[src/rtl/irq_arbiter_pkg.sv]
// rtl/irq_arbiter_pkg.sv - shared constants and FSM encoding for irq_arbiter
//
// Purpose: channel count, the encoder "nothing eligible" code and the
//          grant FSM state type, shared by the arbiter and its encoder.
// Ports:   none (package)
package irq_arbiter_pkg;

  localparam int IRQ_CHANNELS = 8;

  // Encoder output with bit 3 set means no input bit was set.
  localparam logic [3:0] IRQ_NONE = 4'h8;

  typedef enum logic [0:0] {
    IRQ_IDLE  = 1'b0,
    IRQ_GRANT = 1'b1
  } irq_state_e;

endpackage

[src/rtl/irq_arbiter_priority_encoder.sv]
// rtl/irq_arbiter_priority_encoder.sv - 8-bit combinational priority encoder
//
// Purpose: report the index of the highest set input bit.
// Ports:   in    [7:0] - candidate bits, bit 7 = highest priority
//          index [3:0] - {1'b0, idx} when any bit is set, IRQ_NONE otherwise
module PriorityEncoder
  import irq_arbiter_pkg::*;
(
  input  logic [7:0] in,
  output logic [3:0] index
);

  always_comb begin
    index = IRQ_NONE;
    // Ascending scan: the last hit, i.e. the highest set bit, wins.
    for (int i = 0; i < IRQ_CHANNELS; i++) begin
      if (in[i]) begin
        index = {1'b0, i[2:0]};
      end
    end
  end

endmodule

[src/rtl/irq_arbiter.sv]
// rtl/irq_arbiter.sv - edge-latched, masked interrupt arbiter with acked grant
//
// Purpose: latch rising edges of eight request lines into a pending register,
//          qualify with a mask, pick the highest eligible channel and present
//          it as a registered grant held until the consumer acknowledges it.
// Ports:   clk, reset           - clock, synchronous active-high reset
//          req         [7:0]    - request levels, rising edge posts a request
//          mask_wr, mask_in     - mask register write strobe and data
//          ovf_clr     [7:0]    - write-1-to-clear for overflow bits
//          grant_valid, grant_idx, grant_ack - grant handshake to the host
//          pending, mask, overflow [7:0]     - status registers
module irq_arbiter
  import irq_arbiter_pkg::*;
(
  input  logic       clk,
  input  logic       reset,
  input  logic [7:0] req,
  input  logic       mask_wr,
  input  logic [7:0] mask_in,
  input  logic [7:0] ovf_clr,
  output logic       grant_valid,
  output logic [2:0] grant_idx,
  input  logic       grant_ack,
  output logic [7:0] pending,
  output logic [7:0] mask,
  output logic [7:0] overflow
);

  irq_state_e state_q, state_d;
  logic [7:0] req_q, req_d;
  logic [7:0] pending_q, pending_d;
  logic [7:0] mask_q, mask_d;
  logic [7:0] overflow_q, overflow_d;
  logic       grant_valid_q, grant_valid_d;
  logic [2:0] grant_idx_q, grant_idx_d;

  logic [7:0] req_edge;
  logic [7:0] grant_clr;
  logic [7:0] ovf_set;
  logic [3:0] enc_index;

  PriorityEncoder u_enc (
    .in    (pending_q & mask_q),
    .index (enc_index)
  );

  always_comb begin
    req_d    = req;
    req_edge = req & ~req_q;

    // One-hot clear of the channel whose grant is being accepted.
    grant_clr = 8'h00;
    if (state_q == IRQ_GRANT && grant_ack) begin
      grant_clr[grant_idx_q] = 1'b1;
    end

    // A fresh edge beats the ack clear; only an edge on a pending bit that
    // is not leaving this cycle counts as a lost request.
    pending_d = (pending_q & ~grant_clr) | req_edge;
    ovf_set   = req_edge & pending_q & ~grant_clr;
    overflow_d = (overflow_q & ~ovf_clr) | ovf_set;

    mask_d = mask_wr ? mask_in : mask_q;
  end

  always_comb begin
    state_d       = state_q;
    grant_valid_d = grant_valid_q;
    grant_idx_d   = grant_idx_q;
    unique case (state_q)
      IRQ_IDLE: begin
        if (!enc_index[3]) begin
          state_d       = IRQ_GRANT;
          grant_valid_d = 1'b1;
          grant_idx_d   = enc_index[2:0];
        end
      end
      IRQ_GRANT: begin
        // No pre-emption: the grant index is frozen until acked.
        if (grant_ack) begin
          state_d       = IRQ_IDLE;
          grant_valid_d = 1'b0;
        end
      end
      default: begin
        state_d       = IRQ_IDLE;
        grant_valid_d = 1'b0;
      end
    endcase
  end

  always_ff @(posedge clk) begin
    if (reset) begin
      state_q       <= IRQ_IDLE;
      req_q         <= 8'h00;
      pending_q     <= 8'h00;
      mask_q        <= 8'hFF;
      overflow_q    <= 8'h00;
      grant_valid_q <= 1'b0;
      grant_idx_q   <= 3'd0;
    end else begin
      state_q       <= state_d;
      req_q         <= req_d;
      pending_q     <= pending_d;
      mask_q        <= mask_d;
      overflow_q    <= overflow_d;
      grant_valid_q <= grant_valid_d;
      grant_idx_q   <= grant_idx_d;
    end
  end

  assign grant_valid = grant_valid_q;
  assign grant_idx   = grant_idx_q;
  assign pending     = pending_q;
  assign mask        = mask_q;
  assign overflow    = overflow_q;

endmodule

[config.mk]
export PLATFORM = sky130hd
export DESIGN_NAME = irq_arbiter
export DESIGN_NICKNAME = d
export VERILOG_FILES = /design/src/rtl/irq_arbiter_pkg.sv /design/src/rtl/irq_arbiter_priority_encoder.sv /design/src/rtl/irq_arbiter.sv
export SDC_FILE = /design/constraint.sdc
export NUM_CORES = 1
export LEC_CHECK = 0
export ABC_AREA = 1
export ABC_CLOCK_PERIOD_IN_PS = 1400
export CAP_MARGIN = 10
export CORE_MARGIN = 5
export CORE_UTILIZATION = 35
export DETAILED_ROUTE_END_ITERATION = 12
export GPL_TIMING_DRIVEN = 0
export PLACE_DENSITY = 0.65
export SLEW_MARGIN = 0
export SYNTH_ARGS = -nofsm -noshare
export SYNTH_HDL_FRONTEND = slang
export SYNTH_SLANG_ARGS = --single-unit
[constraint.sdc]
create_clock -name clk -period 1.4 [get_ports clk]
set_input_delay 0.21 -clock clk [delete_from_list [all_inputs] [get_ports clk]]
set_output_delay 0.21 -clock clk [all_outputs]
set_load 0.005 [all_outputs]
==> run summary, run 1 <==
CP Class: flop to output port
Post-synth top area share: 48.17%
Met1 WL: 1561 um
Cell taking the most area after synthesis: dfxtp_1
Slowest cell on the critical path: clkdlybuf4s50_1
WL per Instance: 11.12 um
Layout area overhead: 49.15%
Worst path max stage delay: 0.51 ns
RSZ-0062 raised after global routing: no
Slew Limit Headroom: 85.36%
Syn Area/Cell: 7.538 um2
CP startpoint kind: flop
Fin nets: 293
Measured slew at the worst slew-check pin: 0.2194 ns
Hpwl dp: 2724 um
Pwr per Cell Area: 1123 nW/um2
Tcrit/Tclk final: 98.10%
Yosys reg bits: 37
Clock Tree Root: clkbuf_8
Setup slack, reg-to-reg: 0.33 ns
EDFF count, synth: 0
Die W: 76.29 um
DR DRC count: 0
Largest net degree at the start of global routing: 12
Setup WS post-layout: 0.02656 ns
Core area: 4294 um2
CP endpoint kind: output port
Critical-path maximum fanout: 3
Setup TNS: 0 ns
Final Hold Vio Count: 0
Syn nets: 232
Clk slew on worst S/H paths: 0.07 ns
Final Skew: 0.005929 ns
CP cell instances: clkdlybuf4s50_1
Async set or reset register ratio after synthesis: 0%
Synth cell types: 23
CTS tree: yes
Initial antenna violation count: 0
HP Class: input port to flop
Status: finished, final reports clean
Drt initial violations: 46
GPL Wtd Cong: 0.7389
Setup WS pre-CTS: 0.05296 ns
Via density per instance: 4.420
Total number of vias: 1401
Main flop type after synthesis: dfxtp_1
Final WL: 3526 um
Post-synth top cells: 53 x nand2_1, 37 x dfxtp_1, 29 x inv_1
DR top layer: met4
CP Buf/Inv Count: 1
First-pass GRT wire length: 6051 um
Clock Tree Buf Depth: 2
Slew Limit Fails: 0
Die H: 76.29 um
Dpl cell area: 2133 um2
CTS Hold Buffers Added: 0
Fin area: 2293 um2
Main area contributors after synthesis: dfxtp_1 48%, nand2_1 13%, inv_1 7.1%
Most frequent cell after synthesis: nand2_1
Final Non-Filler Cells: 317
ANT cells: 0
Fmax: 728.1 MHz
Yosys warning total: 0
Initial Util: 35.81%
Worst EP required: 1.19 ns
# IOs: 56
VDD IR max: 0.5582 mV
Post-synthesis sequential area ratio: 48.17%
Sink Count: 37
Ratio of cells with drive above 1 in the final layout: 19.25%
Post-DRT Antenna Nets: 0
H-tree depth: 2
Num CTS Buffers: 5
Met2 WL: 1597 um
Drt first pass iters: 4
Leakage: 1.124 nW
Worst-skew pair later-pin latency: 0.29 ns
Final core utilization: 53.41%
Max Cap Viol: 0
Std-Cell Rows: 24
Total track usage: 12.75%
Crit path max-delay family: buffers and inverters
# setup viols final: 0
Dpl cells: 309
Buffers on Ports: 53
Tmin final: 1.373 ns
Critical Path AT: 1.16 ns
Syn Inst Count: 204
Vias in the first global route: 1375
Post-Synthesis Cell Area: 1538 um2
Die area: 5819 um2
Gr ovfl total: 0
Met3 WL: 326 um
## placed cells by master (no fill, tap or decap), drive strengths merged
cell type / instances
nand2: 62
a31o: 1
nand4: 5
dfxtp: 37
clkbuf: 5
clkinv: 1
inv: 32
clkdlybuf4s50: 42
nand3: 12
bufinv: 1
dlymetal6s2s: 8
a21boi: 1
or2: 2
o21bai: 1
o21ai: 2
dlygate4sd2: 3
nor2: 26
a21oi: 17
o21a: 1
buf: 6
## cell families (layout without fill, tap and decap cells)
family,count (synthesis),in the layout,synth area share [%]
AND/OR/NAND/NOR,107,107,32.47
flip-flops,37,37,48.17
buffers and inverters,37,98,10.41
AO/OA/AOI/OAI,23,23,8.951
## power breakdown
group	total (mW)	switching [mW]	leakage, nW	internal [mW]
Sequential	1.21	0.0690	0.310	1.14
Clock	0.888	0.371	0.0540	0.517
Combinational	0.480	0.220	0.759	0.260
Total	2.57	0.660	1.12	1.91
## area by class of cell
class	instances	area, um2
fillers	440	2001
flip-flops and latches	37	773.2
multi-input cells	130	636.9
repair buffers	54	554.3
inverters	32	120.1
clock buffers	5	68.82
well taps	52	65.06
plain buffers	5	40.04
clock inverters	2	35.03
## state kept, by name, summed over array words and instances (netlist names)
signal       cells
mask             8
grant_idx        3
pending          8
grant_valid      1
overflow         8
state_q          1
req_q            8
## what timing repair did
item,CTS,global route
setup buffers,0,1
endpoints found under the setup margin,13,11
resized for setup,18,13
## final timing paths
check	start	endpoint	cells after the start
worst min register to register	grant_valid	grant_valid	2
worst max-delay path	mask[6]	mask[6]	1
worst min-delay path	reset	pending[6]	2
worst max register to register	state_q	pending[7]	5
## metal layers
layer / global-route usage, % / up-vias
met5: 0 / -
met4: 4.196 / 0
met3: 6.619 / 5
met2: 19.95 / 38
met1: 14.98 / 608
li1: - / 750
## stage by stage
step | total power, mW | hold WS, ns
2_1_floorplan | 1.466 | 0.3170
3_3_place_gp | 1.710 | 0.4419
3_5_place_dp | 1.716 | 0.4477
4_1_cts | 2.606 | 0.1795
5_1_grt | 2.708 | 0.1912
6_report | 2.575 | 0.1747
(Power assumes the default switching activity.)
==> inputs of run 2 (changes only) <==
--- a/config.mk
+++ b/config.mk
@@ -12,6 +12,7 @@
 export CORE_UTILIZATION = 35
 export DETAILED_ROUTE_END_ITERATION = 12
 export GPL_TIMING_DRIVEN = 0
+export HOLD_SLACK_MARGIN = 0.08
 export PLACE_DENSITY = 0.65
 export SLEW_MARGIN = 0
 export SYNTH_ARGS = -nofsm -noshare
==> results of run 2 <==
No change in the layout: final DEF, timing and power equal those of run 1.
==> inputs of run 3 (changes only) <==
--- a/config.mk
+++ b/config.mk
@@ -14,6 +14,7 @@
 export GPL_TIMING_DRIVEN = 0
 export HOLD_SLACK_MARGIN = 0.08
 export PLACE_DENSITY = 0.65
+export SKIP_LAST_GASP = 1
 export SLEW_MARGIN = 0
 export SYNTH_ARGS = -nofsm -noshare
 export SYNTH_HDL_FRONTEND = slang
==> run summary, run 3 (same netlist as run 1, synthesis figures left out) <==
Setup WS post-layout: 0.02960 ns (was 0.02656 ns)
WL per Instance: 11.10 um (was 11.12 um)
Vias in the first global route: 1372 (was 1375)
CP cell instances: clkdlybuf4s50_1 (unchanged)
Measured slew at the worst slew-check pin: 0.2178 ns (was 0.2194 ns)
Buffers on Ports: 53 (unchanged)
H-tree depth: 2 (unchanged)
Pwr per Cell Area: 1121 nW/um2 (was 1123 nW/um2)
Total track usage: 12.72% (was 12.75%)
Clock Tree Buf Depth: 2 (unchanged)
Post-DRT Antenna Nets: 0 (unchanged)
Largest net degree at the start of global routing: 12 (unchanged)
Core area: 4294 um2 (unchanged)
Status: finished, final reports clean (unchanged)
HP Class: input port to flop (unchanged)
Clock Tree Root: clkbuf_8 (unchanged)
Gr ovfl total: 0 (unchanged)
Hpwl dp: 2724 um (unchanged)
Initial antenna violation count: 0 (unchanged)
Most common cell after layout, fill and taps aside: nand2_1 (unchanged)
Sink Count: 37 (unchanged)
Worst EP required: 1.19 ns (about the same)
CP endpoint kind: output port (unchanged)
Worst-skew pair later-pin latency: 0.29 ns (about the same)
Tcrit/Tclk final: 97.89% (was 98.10%)
Final Hold Vio Count: 0 (unchanged)
Die H: 76.29 um (unchanged)
Fin nets: 294 (was 293)
Slew Limit Fails: 0 (unchanged)
Die W: 76.29 um (unchanged)
# IOs: 56 (unchanged)
Final Skew: 0.005929 ns (about the same)
Critical-path maximum fanout: 3 (unchanged)
RSZ-0062 raised after global routing: no (unchanged)
Drt initial violations: 42 (was 46)
Worst path max stage delay: 0.51 ns (about the same)
CTS tree: yes (unchanged)
Fmax: 729.7 MHz (was 728.1 MHz)
Clk slew on worst S/H paths: 0.07 ns (about the same)
GPL Wtd Cong: 0.7389 (unchanged)
Std-Cell Rows: 24 (unchanged)
Most frequent cells in the layout: 53 x nand2_1, 43 x clkdlybuf4s50_1, 29 x inv_1, 23 x dfxtp_1, 19 x nor2_1 (was 53 x nand2_1, 42 x clkdlybuf4s50_1, 29 x inv_1, 23 x dfxtp_1, 19 x nor2_1)
Die area: 5819 um2 (unchanged)
Final WL: 3530 um (was 3526 um)
DR DRC count: 0 (unchanged)
Crit path max-delay family: buffers and inverters (unchanged)
CP Buf/Inv Count: 1 (unchanged)
Total number of vias: 1399 (was 1401)
Max Cap Viol: 0 (unchanged)
Tmin final: 1.370 ns (was 1.373 ns)
Slowest cell on the critical path: clkdlybuf4s50_1 (unchanged)
ANT cells: 0 (unchanged)
Setup WS pre-CTS: 0.05296 ns (unchanged)
Multi-input logic area: 636.9 um2 (unchanged)
Layout area overhead: 49.72% (was 49.15%)
Ratio of cells with drive above 1 in the final layout: 19.55% (was 19.25%)
Initial Util: 35.81% (unchanged)
Leakage: 1.126 nW (was 1.124 nW)
First-pass GRT wire length: 6037 um (was 6051 um)
Num CTS Buffers: 5 (unchanged)
Sequential cell area: 773.2 um2 (unchanged)
CP startpoint kind: flop (unchanged)
Hold WS: 0.1747 ns (about the same)
Critical Path AT: 1.16 ns (about the same)
Filler Cells Inserted: 441 (was 440)
CP Class: flop to output port (unchanged)
# setup viols final: 0 (unchanged)
Slew Limit Headroom: 85.46% (was 85.36%)
CTS Hold Buffers Added: 0 (unchanged)
Via density per instance: 4.399 (was 4.420)
Drt first pass iters: 4 (unchanged)
VDD IR max: 0.5622 mV (was 0.5582 mV)
-- run 3: cell types whose count changed in the layout (fill, tap and decap cells not counted), sizes merged --
cell	before	now
buf	6	7
dlygate4sd2	3	2
clkdlybuf4s50	42	43
-- run 3: stage by stage --
stage / utilization, % / power (mW) / cells / area, um2 / setup TNS [ns]
floorplan: - / 1.466 / 204 / 1538 / 0
global placement: 49.68 / 1.710 / 309 / 2133 / 0
detailed placement: 49.68 / 1.716 / 309 / 2133 / 0
CTS: 52.56 / 2.608 / 316 / 2257 / -0.01314
global route: 53.61 / 2.716 / 318 / 2302 / 0
finish: 53.61 / 2.581 / 318 / 2302 / 0
-- run 3: timing repair --
action | 4_1_cts | 5_1_grt
setup buffers | 0 | 2
gates resized for setup | 17 | 13
endpoints found under the setup margin | 13 | 12
pin swaps | 0 | 0
-- run 3: report_power, final --
group	total [mW]	switching, mW	internal [mW]
clock network	0.888	0.371	0.517
logic	0.494	0.227	0.267
registers	1.20	0.0619	1.14
total	2.58	0.660	1.92
-- run 3: per-layer routing --
metal / track usage (%) / share of wire, %
met3: 6.501 / 9.1
met5: 0 / 0
met1: 14.98 / 44
met2: 19.95 / 46
met4: 4.196 / 1.2
-- run 3: area by class of cell --
cell class / instances / area share [%]
Inverter: 32 / 5.217
Buffer: 5 / 1.739
Multi-Input combinational cell: 130 / 27.66
Tap cell: 52 / 2.826
Clock inverter: 2 / 1.522
Sequential cell: 37 / 33.59
Timing Repair Buffer: 55 / 24.46
Clock buffer: 5 / 2.989
-- run 3: path summary, 6_finish.rpt --
path	startpoint	end	slack (ns)	cells after the start
max reg2reg	grant_idx[2]	overflow[3]	0.29	7
max	mask[6]	mask[6]	0.03	1
min reg2reg	grant_valid	grant_valid	0.46	2
min	reset	pending[6]	0.17	2
